===== src/rtl/seg_disp_if.sv =====
// Bundle between the display content producers and seg_disp_arbiter.
// Producer side (master): req, per-source digits/enables, blink mask.
// Arbiter side (slave): muxed x/aen/dp_en toward seg7, owner gnt, switch pulse sw.
interface seg_disp_if;
  logic [2:0]  req;
  logic [31:0] x0;
  logic [31:0] x1;
  logic [31:0] x2;
  logic [7:0]  aen0;
  logic [7:0]  aen1;
  logic [7:0]  aen2;
  logic [7:0]  dp0;
  logic [7:0]  dp1;
  logic [7:0]  dp2;
  logic [7:0]  blink1;
  logic [31:0] x;
  logic [7:0]  aen;
  logic [7:0]  dp_en;
  logic [2:0]  gnt;
  logic        sw;

  modport master (
    output req, x0, x1, x2, aen0, aen1, aen2, dp0, dp1, dp2, blink1,
    input  x, aen, dp_en, gnt, sw
  );

  modport slave (
    input  req, x0, x1, x2, aen0, aen1, aen2, dp0, dp1, dp2, blink1,
    output x, aen, dp_en, gnt, sw
  );
endinterface


===== src/rtl/seg_disp_arbiter.sv =====
// Fixed-priority arbiter sharing the seg7 display path between three sources
// (2 = notification > 1 = set-mode > 0 = time) with a minimum-hold guard
// against preemption flicker and a blink mask for the set-mode digit.
// Ports:
//   clk  - system clock
//   clr  - synchronous active-high reset
//   bus  - seg_disp_if.slave: requests/source data in; x, aen, dp_en, gnt, sw out
// All outputs are registered; gnt and data move together on the same edge.
module seg_disp_arbiter #(
  parameter int unsigned MIN_HOLD   = 25_000_000,
  parameter int unsigned BLINK_HALF = 12_500_000
) (
  input  logic       clk,
  input  logic       clr,
  seg_disp_if.slave  bus
);

  localparam int unsigned HC_W = $clog2(MIN_HOLD + 1);
  localparam int unsigned BC_W = (BLINK_HALF > 1) ? $clog2(BLINK_HALF) : 1;

  typedef enum logic [1:0] {
    IDLE = 2'd0,
    OWN0 = 2'd1,
    OWN1 = 2'd2,
    OWN2 = 2'd3
  } state_t;

  state_t            state_q, state_d;
  logic [HC_W-1:0]   hc_q, hc_d;
  logic [BC_W-1:0]   bc_q, bc_d;
  logic              phase_q, phase_d;
  logic [31:0]       x_q, x_d;
  logic [7:0]        aen_q, aen_d;
  logic [7:0]        dp_q, dp_d;
  logic [2:0]        gnt_q, gnt_d;
  logic              sw_q, sw_d;
  logic              hold_done;
  logic              chg;

  // Highest-priority asserted requester, IDLE if none.
  function automatic state_t top_req(input logic [2:0] r);
    if (r[2])      return OWN2;
    else if (r[1]) return OWN1;
    else if (r[0]) return OWN0;
    else           return IDLE;
  endfunction

  // Registers: state, counters and all outputs.
  always_ff @(posedge clk) begin
    if (clr) begin
      state_q <= IDLE;
      hc_q    <= '0;
      bc_q    <= '0;
      phase_q <= 1'b0;
      x_q     <= '0;
      aen_q   <= '0;
      dp_q    <= '0;
      gnt_q   <= '0;
      sw_q    <= 1'b0;
    end else begin
      state_q <= state_d;
      hc_q    <= hc_d;
      bc_q    <= bc_d;
      phase_q <= phase_d;
      x_q     <= x_d;
      aen_q   <= aen_d;
      dp_q    <= dp_d;
      gnt_q   <= gnt_d;
      sw_q    <= sw_d;
    end
  end

  // Next state, counters and next output values.
  always_comb begin
    state_d   = state_q;
    hc_d      = hc_q;
    bc_d      = bc_q;
    phase_d   = phase_q;
    x_d       = x_q;
    aen_d     = '0;
    dp_d      = '0;
    gnt_d     = '0;
    hold_done = (hc_q == HC_W'(MIN_HOLD));

    // Owner drop ignores the hold; preemption by a higher source waits for it.
    unique case (state_q)
      IDLE: state_d = top_req(bus.req);
      OWN0: begin
        if (!bus.req[0])                        state_d = top_req(bus.req);
        else if ((|bus.req[2:1]) && hold_done)  state_d = top_req(bus.req);
      end
      OWN1: begin
        if (!bus.req[1])                        state_d = top_req(bus.req);
        else if (bus.req[2] && hold_done)       state_d = OWN2;
      end
      OWN2: begin
        if (!bus.req[2])                        state_d = top_req(bus.req);
      end
      default: state_d = IDLE;
    endcase

    chg = (state_d != state_q);

    // Hold counter restarts on every ownership change and saturates.
    if (chg)              hc_d = '0;
    else if (!hold_done)  hc_d = hc_q + HC_W'(1);

    // Blink phase restarts on every ownership change, so each grant opens "on".
    if (chg) begin
      bc_d    = '0;
      phase_d = 1'b0;
    end else if (bc_q == BC_W'(BLINK_HALF - 1)) begin
      bc_d    = '0;
      phase_d = ~phase_q;
    end else begin
      bc_d    = bc_q + BC_W'(1);
    end

    // Data follows the incoming owner live; phase_d keeps the mask aligned with gnt.
    unique case (state_d)
      OWN0: begin
        x_d   = bus.x0;
        aen_d = bus.aen0;
        dp_d  = bus.dp0;
        gnt_d = 3'b001;
      end
      OWN1: begin
        x_d   = bus.x1;
        aen_d = phase_d ? (bus.aen1 & ~bus.blink1) : bus.aen1;
        dp_d  = bus.dp1;
        gnt_d = 3'b010;
      end
      OWN2: begin
        x_d   = bus.x2;
        aen_d = bus.aen2;
        dp_d  = bus.dp2;
        gnt_d = 3'b100;
      end
      default: ;
    endcase

    sw_d = chg;
  end

  assign bus.x     = x_q;
  assign bus.aen   = aen_q;
  assign bus.dp_en = dp_q;
  assign bus.gnt   = gnt_q;
  assign bus.sw    = sw_q;

endmodule


===== src/flat_wrapper.sv =====
// flat-port wrapper written by rule: the top's interface ports become plain ports
module seg_disp_arbiter_flat 
#(
  parameter int unsigned MIN_HOLD   = 25_000_000,
  parameter int unsigned BLINK_HALF = 12_500_000
)
  (clk, clr, bus_req, bus_x0, bus_x1, bus_x2, bus_aen0, bus_aen1, bus_aen2, bus_dp0, bus_dp1, bus_dp2, bus_blink1, bus_x, bus_aen, bus_dp_en, bus_gnt, bus_sw);
  seg_disp_if bus_i ();
  input  logic clk;
  input  logic clr;
  input wire logic [$bits(bus_i.req)-1:0] bus_req;
  input wire logic [$bits(bus_i.x0)-1:0] bus_x0;
  input wire logic [$bits(bus_i.x1)-1:0] bus_x1;
  input wire logic [$bits(bus_i.x2)-1:0] bus_x2;
  input wire logic [$bits(bus_i.aen0)-1:0] bus_aen0;
  input wire logic [$bits(bus_i.aen1)-1:0] bus_aen1;
  input wire logic [$bits(bus_i.aen2)-1:0] bus_aen2;
  input wire logic [$bits(bus_i.dp0)-1:0] bus_dp0;
  input wire logic [$bits(bus_i.dp1)-1:0] bus_dp1;
  input wire logic [$bits(bus_i.dp2)-1:0] bus_dp2;
  input wire logic [$bits(bus_i.blink1)-1:0] bus_blink1;
  output wire logic [$bits(bus_i.x)-1:0] bus_x;
  output wire logic [$bits(bus_i.aen)-1:0] bus_aen;
  output wire logic [$bits(bus_i.dp_en)-1:0] bus_dp_en;
  output wire logic [$bits(bus_i.gnt)-1:0] bus_gnt;
  output wire logic [$bits(bus_i.sw)-1:0] bus_sw;
  assign bus_i.req = bus_req;
  assign bus_i.x0 = bus_x0;
  assign bus_i.x1 = bus_x1;
  assign bus_i.x2 = bus_x2;
  assign bus_i.aen0 = bus_aen0;
  assign bus_i.aen1 = bus_aen1;
  assign bus_i.aen2 = bus_aen2;
  assign bus_i.dp0 = bus_dp0;
  assign bus_i.dp1 = bus_dp1;
  assign bus_i.dp2 = bus_dp2;
  assign bus_i.blink1 = bus_blink1;
  assign bus_x = bus_i.x;
  assign bus_aen = bus_i.aen;
  assign bus_dp_en = bus_i.dp_en;
  assign bus_gnt = bus_i.gnt;
  assign bus_sw = bus_i.sw;
  seg_disp_arbiter #(.MIN_HOLD(MIN_HOLD), .BLINK_HALF(BLINK_HALF)) u_core (.clk(clk), .clr(clr), .bus(bus_i));
endmodule

===== config.mk =====
export PLATFORM = sky130hd
export DESIGN_NAME = seg_disp_arbiter_flat
export DESIGN_NICKNAME = d
export VERILOG_FILES = /design/src/rtl/seg_disp_if.sv /design/src/rtl/seg_disp_arbiter.sv /design/src/flat_wrapper.sv
export SDC_FILE = /design/constraint.sdc
export NUM_CORES = 1
export LEC_CHECK = 0
export ABC_AREA = 1
export CAP_MARGIN = 20
export CORE_ASPECT_RATIO = 1.4
export CORE_UTILIZATION = 31
export CTS_BUF_LIST = sky130_fd_sc_hd__clkbuf_2 sky130_fd_sc_hd__clkbuf_4 sky130_fd_sc_hd__clkbuf_8
export DETAILED_ROUTE_END_ITERATION = 8
export HOLD_SLACK_MARGIN = 0.15
export SLEW_MARGIN = 20
export SYNTH_ARGS = -nofsm -noshare
export SYNTH_HDL_FRONTEND = slang
export SYNTH_SLANG_ARGS = --single-unit
export TNS_END_PERCENT = 100

===== constraint.sdc =====
create_clock -name clk -period 5.6 [get_ports clk]
set_input_delay 1.12 -clock clk [delete_from_list [all_inputs] [get_ports clk]]
set_output_delay 1.12 -clock clk [all_outputs]
set_load 0.01 [all_outputs]

==> flow_summary.yaml, run 1 <==
sta:
  finalSetupTns_ns: 0
  hold_viol: 0
  final-setup-viol-count: 0
  rsz0062_at_grt: "false"
  fmax_mhz: 308
  slew_violations: 0
  slew_headroom_pct: 53.7
  finalCritPeriodShare_pct: 57.9
  setup_slack_ns: 2.36
  worst_pin_slew_ns: 0.693
  clock_skew_ns: 0.0115
  min_period_ns: 3.24
yosys:
  ys_seq_area_share_pct: 39.1
  ys_seq_elements: 104
  ys_types: 32
  syn_nets: 926
  synth_top_area_share_pct: 39.1
  yosysWarnings: 0
  synth_area_leader_cell: "dfxtp_1"
  syn-cell-area_um2: 5320
  syn_inst: 766
  avgSynthCellArea_um2: 6.95
  synth_top_cells_by_area: "dfxtp_1, nand2_1, inv_1, nand3_1, nor2_1"
finish:
  drive_gt1_share_pct: 6.74
  area_growth_pct: 46.1
  utilization_pct: 46.4
  layout_commonest_cell: "clkdlybuf4s50_1"
  final_area_um2: 7770
  nets: 1121
  final_cell_mix: "clkdlybuf4s50_1, nand2_1, inv_1, dfxtp_1, nor2_1"
  diodes: 0
setup_path:
  critPathMostFrequentCell: "nand2_2"
  cp_max_fo: 24
  critPathLaunchType: "input pin"
  critPathMaxStageDelay_ns: 0.52
  cpLargestDelayFamily: "simple AND/OR/NAND/NOR gates"
  path_class: "input pin to flop"
  cp.arrival_ns: 3.52
  path_depth: 11
  cp_num_buf_inv: 3
  cp_data_required_time_ns: 5.88
  endpoint_kind: "flop"
  worstPathCellList: "clkdlybuf4s50_1, inv_1, o211ai_1, nand2_2, nand2_1, nand2_2, nor2_4, nand2_2, inv_2, nand3_4, nor3_1"
  r2r_cells: 18
  crit_slowest_cell: "clkdlybuf4s50_1"
clocking:
  clk_path_buf_depth: 2
  cts-resized-gates: 0
  numCtsBuffers: 9
  cts-root-buf: "clkbuf_8"
  cts_tree: "done"
  clk_pin_slew_ns: 0.09
  clk_latency_ns: 0.37
  h-tree-depth: 3
  cts_setup_buffers: 0
  cts_hold_buf: 0
  cts.sink_count: 104
floorplan:
  die_y_um: 157
  io_pins: 209
  rows: 56
  dieArea_um2: 17700
  initial_utilization_pct: 31.8
  core_um2: 16700
  die_x_um: 113
placed_design:
  post-place-ws_ns: 1.89
  dp_hpwl_mm: 12.1
  portBuffers: 208
  placed_area_um2: 7570
  gp_congestion: 0.831
global_routing:
  grt.overflow.total: 0
  grt_first_pass_wirelength_mm: 25.1
  groute.usage.overall_pct: 17.9
  antenna_found_initial: 0
  grt_max_degree: 47
  grt_pass1_vias: 5220
route:
  wl_per_cell_um: 13.6
  avgViaCountPerCell: 4.63
  drt_wl_total_mm: 15.9
  drtIter0Drc: 221
  drc_errors: 0
  drtAntennaViolNets: 0
  drt_first_pass_iters: 4
  via_count: 5400
power_and_ir_drop:
  peakVddDrop_uv: 108
  p_leak_nw: 3.16
  p_per_area_nw_per_um2: 239
  total_power_mw: 1.86
min_path:
  whs_path_depth: 1
  hp-class: "flop to flop"
job:
  maxCapViolCount: 0
outcome:
  status: "completed"
==> metrics by stage <==
step | instances | hold slack, ns
floorplan | 766 | 0.423
global placement | 1152 | 0.438
detailed placement | 1153 | 0.444
CTS | 1167 | 0.458
global route | 1167 | 0.481
finish | 1167 | 0.458
==> metal layers <==
metal	part of all wire [%]	up-vias	track usage, %
met5	0	-	0
met4	1.8	0	6.22
met3	4.6	21	3.62
met2	54	129	34.0
met1	40	2417	19.6
li1	-	2833	-
==> state kept, by name, summed over array words and instances (netlist names) <==
signal,cells
u_core.bus.x,32
u_core.bc_q,24
u_core.bus.dp_en,8
u_core.state_q,2
u_core.hc_q,25
u_core.bus.sw,1
u_core.bus.gnt,3
u_core.bus.aen,8
u_core.phase_q,1
==> path summary, 6_finish.rpt <==
| kind | endpoint | slack, ns | start |
|---|---|---|---|
| worst max-delay path | u_core.bc_q[6] | 2.36 | bus_req[0] |
| worst min-delay path | u_core.bc_q[0] | 0.46 | u_core.bc_q[0] |
| worst max register to register | u_core.bc_q[6] | 2.81 | u_core.hc_q[0] |
| worst min register to register | u_core.bc_q[0] | 0.46 | u_core.bc_q[0] |
==> cells in the mapped netlist <==
library cell and n:
a21oi_1 13, a21oi_2 9, a31oi_1 1, and3_1 2, buf_2 6, buf_4 5, buf_6 3, clkbuf_1 15
clkinv_1 1, dfxtp_1 104, ha_1 3, inv_1 104, inv_2 3, nand2_1 190, nand2_2 5, nand2_4 1
nand3_1 57, nand3_2 1, nand3_4 1, nand4_1 21, nor2_1 69, nor2_2 19, nor2_4 1, nor2_8 1
nor3_1 17, nor3b_1 3, nor4_1 8, o211ai_1 34, o21ai_0 37, or2_2 4, xnor2_1 8, xor2_1 20
==> final cells by class <==
| cell class | count | area [µm²] |
|---|---|---|
| fillers | 1720 | 8970 |
| clock buffers | 10 | 138 |
| flip-flops and latches | 104 | 2080 |
| well taps | 203 | 254 |
| clock inverters | 4 | 70.1 |
| multi-input cells | 525 | 2690 |
| inverters | 108 | 405 |
| repair buffers | 213 | 2140 |
==> power breakdown <==
| part | internal [mW] | switching [mW] | leakage [nW] |
|---|---|---|---|
| logic | 0.267 | 0.258 | 2.20 |
| registers | 0.794 | 0.0259 | 0.851 |
| clock network | 0.258 | 0.256 | 0.108 |
==> cell families (layout without fill, tap and decap cells) <==
| group | after synthesis | after routing | share of synthesized area, % |
|---|---|---|---|
| AOI/OAI and AO/OA | 94 | 94 | 11.1 |
| xor gates and xnor gates | 28 | 28 | 4.61 |
| adders and majority gates | 3 | 3 | 0.705 |
| buffers and inverters | 137 | 335 | 10.6 |
| DFF | 104 | 104 | 39.1 |
| and+or+nand+nor | 400 | 400 | 33.9 |
Note: power is estimated with default switching activity, not from simulation.
==> inputs of run 2 (changes only) <==
==> constraint.sdc (replaced) <==
create_clock -name clk -period 2.6 [get_ports clk]
set_input_delay 0.52 -clock clk [delete_from_list [all_inputs] [get_ports clk]]
set_output_delay 0.52 -clock clk [all_outputs]
set_load 0.01 [all_outputs]
==> flow_summary.yaml, run 2 (synthesis results as in run 1) <==
finish:
  nets: 1136
  final_cell_mix: "clkdlybuf4s50_1, nand2_1, dfxtp_1, inv_1, nor2_1"
  largest_reg_flops: 32
  area_growth_pct: 48.6
  layout_commonest_cell: "clkdlybuf4s50_1"
  drive_gt1_share_pct: 8.56
  final_area_um2: 7910
  diodes: 0
route:
  avgViaCountPerCell: 4.60
  drtAntennaViolNets: 0
  via_count: 5443
  drt_wl_total_mm: 16.1
  wl_per_cell_um: 13.6
  drt_first_pass_iters: 4
  drc_errors: 0
  drtIter0Drc: 240
setup_path:
  cp_data_required_time_ns: 2.91
  cpLargestDelayFamily: "simple AND/OR/NAND/NOR gates"
  critPathMostFrequentCell: "nand2_1"
  worstPathCellList: "inv_1, ha_1, nand2_1, inv_1, nand2_1, nor2_1, nand3_2, nor2_2, nor2_1, nand2_1, nand2_1, nand2_1, nand2_1, nor2_4, buf_12, nand2_1, nand3_1, o211ai_1, inv_1"
  cp_num_buf_inv: 4
  critPathLaunchType: "flop"
  cp.arrival_ns: 2.68
  critPathMaxStageDelay_ns: 0.35
  endpoint_kind: "flop"
  crit_slowest_cell: "dfxtp_1"
  cp_max_fo: 34
  path_class: "flop to flop"
floorplan:
  core_um2: 16700
  io_pins: 209
  die_y_um: 157
  dieArea_um2: 17700
  initial_utilization_pct: 31.8
  rows: 56
  die_x_um: 113
sta:
  clock_skew_ns: 0.0156
  slew_headroom_pct: 69.5
  hold_viol: 0
  final-setup-viol-count: 0
  fmax_mhz: 423
  rsz0062_at_grt: "true"
  setup_slack_ns: 0.236
  finalCritPeriodShare_pct: 90.9
  slew_violations: 0
  worst_pin_slew_ns: 0.458
  min_period_ns: 2.36
clocking:
  cts_hold_buf: 0
  clk_path_buf_depth: 2
  clk_latency_ns: 0.37
  h-tree-depth: 3
  numCtsBuffers: 9
  cts-root-buf: "clkbuf_8"
  cts.sink_count: 104
  cts_tree: "done"
  clk_pin_slew_ns: 0.10
outcome:
  status: "completed"
global_routing:
  groute.usage.overall_pct: 18.0
  met3_usage_pct: 2.81
  met1_usage_pct: 20.1
  grt_pass1_vias: 5177
  grt_max_degree: 41
  grt.overflow.total: 0
  grt.busiest_layer: "met2"
  antenna_found_initial: 0
  grt_first_pass_wirelength_mm: 25.1
  grtUsageMet2_pct: 33.7
placed_design:
  gp_congestion: 0.834
  portBuffers: 208
  post-place-ws_ns: 0.0644
  placed_area_um2: 7680
  dp_hpwl_mm: 12.5
min_path:
  hp-class: "flop to flop"
power_and_ir_drop:
  p_leak_nw: 3.22
  peakVddDrop_uv: 292
  p_per_area_nw_per_um2: 503
job:
  maxCapViolCount: 0
run 2: changes by cell type in the layout (fill, tap and decap cells not counted), sizes merged:
| cell | previous run | this run |
|---|---|---|
| bufinv | 2 | 1 |
| nor2 | 90 | 91 |
| clkinvlp | 0 | 3 |
| clkinv | 3 | 4 |
| buf | 5 | 19 |
| inv | 107 | 106 |
run 2: worst paths after layout:
check	startpoint	to	slack, ns	depth (start not counted)
worst max-delay path	u_core.hc_q[0]	u_core.bus.x[11]	0.24	19
worst min-delay path	u_core.bc_q[0]	u_core.bc_q[0]	0.45	1
worst min register to register	u_core.bc_q[0]	u_core.bc_q[0]	0.45	1
worst max register to register	u_core.hc_q[0]	u_core.bus.x[11]	0.24	19
run 2: repair_timing:
item	CTS	global route
endpoints found under the hold margin	0	0
endpoints found under the setup margin	0	16
resized for setup	0	2
setup buffers	0	3
run 2: final cells by class:
cell class	count	area (µm²)
clock inverter	6	60.1
clock buffer	10	131
sequential	104	2080
tap	203	254
fill	1664	8840
multi-input combinational	526	2700
inverter	108	409
timing repair buffer	227	2270
run 2: routing by layer:
metal / up-vias / part of all wire (%)
met5: - / 0
met4: 0 / 2.5
met3: 22 / 4.0
met2: 139 / 53
met1: 2408 / 40
li1: 2874 / -
run 2: through the flow:
| step | total power, mW | util (%) | hold slack [ns] | setup TNS, ns | std cells |
|---|---|---|---|---|---|
| after floorplan | 2.35 | - | 0.423 | 0 | 766 |
| after global placement | 3.00 | 45.9 | 0.437 | 0 | 1164 |
| after detailed placement | 2.99 | 45.9 | 0.441 | 0 | 1164 |
| after CTS | 4.02 | 47.0 | 0.456 | 0 | 1180 |
| after global routing | 4.21 | 47.2 | 0.467 | -0.0374 | 1184 |
| final | 3.98 | 47.2 | 0.451 | 0 | 1184 |
run 2: report_power, final:
| part | internal [mW] | leakage, nW | switching [mW] |
|---|---|---|---|
| combinational | 0.621 | 2.28 | 0.576 |
| sequential | 1.71 | 0.851 | 0.0557 |
| clock | 0.452 | 0.0955 | 0.564 |
==> inputs of run 3 (changes only) <==
--- a/config.mk
+++ b/config.mk
@@ -6,13 +6,13 @@
 export NUM_CORES = 1
 export LEC_CHECK = 0
 export ABC_AREA = 1
-export CAP_MARGIN = 20
+export CAP_MARGIN = 10
 export CORE_ASPECT_RATIO = 1.4
 export CORE_UTILIZATION = 31
 export CTS_BUF_LIST = sky130_fd_sc_hd__clkbuf_2 sky130_fd_sc_hd__clkbuf_4 sky130_fd_sc_hd__clkbuf_8
 export DETAILED_ROUTE_END_ITERATION = 8
 export HOLD_SLACK_MARGIN = 0.15
-export SLEW_MARGIN = 20
+export SETUP_SLACK_MARGIN = 0.02
 export SYNTH_ARGS = -nofsm -noshare
 export SYNTH_HDL_FRONTEND = slang
 export SYNTH_SLANG_ARGS = --single-unit
==> flow_summary.yaml, run 3 (synthesis results as in run 1) <==
sta:
  slew_violations: 0
  finalSetupTns_ns: 0
  finalCritPeriodShare_pct: 88.7
  hold_viol: 0
  rsz0062_at_grt: "true"
  fin_hold_ws_ns: 0.451
  final-setup-viol-count: 0
  worst_pin_slew_ns: 0.459
  min_period_ns: 2.31
  clock_skew_ns: 0.0163
  slew_headroom_pct: 69.4
  fmax_mhz: 433
route:
  wl_per_cell_um: 13.6
  via_count: 5434
  drtIter0Drc: 264
  drc_errors: 0
  drtAntennaViolNets: 0
  drt_wl_total_mm: 16.2
  avgViaCountPerCell: 4.59
  drt_first_pass_iters: 4
clocking:
  numCtsBuffers: 9
  cts-root-buf: "clkbuf_8"
  clk_path_buf_depth: 2
  cts.sink_count: 104
  h-tree-depth: 3
  cts_tree: "done"
  clk_latency_ns: 0.38
  clk_pin_slew_ns: 0.10
global_routing:
  groute.usage.overall_pct: 18.0
  grt_max_degree: 41
  grt_pass1_vias: 5177
  grt_first_pass_wirelength_mm: 25.1
  grt.overflow.total: 0
  antenna_found_initial: 0
min_path:
  hold_start: "u_core.bc_q[0]"
  hp-class: "flop to flop"
  whs_path_depth: 1
setup_path:
  endpoint_kind: "flop"
  cp_data_required_time_ns: 2.89
  cp.arrival_ns: 2.60
  r2r_start: "u_core.hc_q[0]"
  critPathLaunchType: "flop"
  r2r_cells: 18
  path_class: "flop to flop"
  cp_max_fo: 26
  crit_start: "u_core.hc_q[0]"
power_and_ir_drop:
  p_per_area_nw_per_um2: 503
  power_frac_comb_pct: 30.2
  power.switching_mw: 1.20
  p_leak_nw: 3.22
  p_sw_share_pct: 30.1
  power_frac_seq_pct: 44.3
  peakVddDrop_uv: 293
  intPower_mw: 2.78
  p_clk_share_pct: 25.5
finish:
  nets: 1136
  instances_no_fill: 1184
  drive_gt1_share_pct: 8.77
  final_cell_mix: "clkdlybuf4s50_1, nand2_1, dfxtp_1, inv_1, nor2_1"
  largest_reg_flops: 32
  diodes: 0
  area_growth_pct: 48.8
  layout_commonest_cell: "clkdlybuf4s50_1"
placed_design:
  dpl.cell_count: 1164
  gp_congestion: 0.834
  dp_hpwl_mm: 12.5
  portBuffers: 208
floorplan:
  dieArea_um2: 17700
  core_um2: 16700
  rows: 56
  initial_utilization_pct: 31.8
  die_y_um: 157
  io_pins: 209
  die_x_um: 113
job:
  maxCapViolCount: 0
outcome:
  status: "completed"
-- run 3: cell count changes in the layout (fill, tap and decap cells not counted) --
cell / before / now
nand2_4: 1 / 2
nor3_1: 17 / 16
nand2_1: 190 / 189
nor3_2: 0 / 1
-- run 3: worst paths after layout --
path | end | slack [ns]
max | u_core.hc_q[19] | 0.29
min reg2reg | u_core.bc_q[0] | 0.45
min | u_core.bc_q[0] | 0.45
max reg2reg | u_core.hc_q[19] | 0.29
-- run 3: layer usage --
metal	GRT usage [%]	routed length (µm)	vias to the layer above
li1	-	-	2872
met1	20.1	6460	2402
met2	33.7	8650	138
met3	2.81	643	22
met4	7.68	404	0
met5	0	0	-
-- run 3: final cells by class --
class                      instances  area [µm²]
clock inverter                     6        60.1
multi-input combinational        526        2710
clock buffer                      10         131
inverter                         108         409
fill                            1665        8820
tap                              203         254
sequential                       104        2080
timing repair buffer             227        2270
-- run 3: power groups by stage --
stage,Combinational [mW],Sequential [mW],Clock (mW)
after floorplan,0.501,1.85,0
after global routing,1.32,1.78,1.12
after detailed placement,1.20,1.80,0
after global placement,1.20,1.80,0
after CTS,1.20,1.77,1.05
final,1.20,1.77,1.02
-- run 3: critical path, stage by stage, from the launching register on --
cell     delay (ns)
dfxtp_1        0.35
inv_1          0.08
ha_1           0.14
nand2_1        0.05
inv_1          0.05
nand2_1        0.07
nor2_1         0.14
nand3_2        0.12
nor2_2         0.12
nor2_1         0.07
nand2_2        0.08
nand2_4        0.08
nand2_1        0.09
nand2_2        0.06
nor2_4         0.12
nand2_2        0.05
inv_2          0.11
nand2_4        0.20
nor3b_1        0.23
-- run 3: repair_timing --
item / CTS / global route
hold buffers: 0 / 0
buffers inserted: 0 / 3
gates resized for setup: 0 / 5
endpoints found under the setup margin: 0 / 26
-- run 3: metrics by stage --
| stage | utilization [%] | setup WS, ns | total power, mW | instance area, µm² |
|---|---|---|---|---|
| after floorplan | - | 0.556 | 2.35 | 5320 |
| after global placement | 45.9 | 0.0863 | 3.00 | 7680 |
| after detailed placement | 45.9 | 0.0644 | 2.99 | 7680 |
| after CTS | 47.0 | 0.166 | 4.02 | 7870 |
| after global routing | 47.3 | 0.00602 | 4.21 | 7920 |
| final | 47.3 | 0.293 | 3.98 | 7920 |
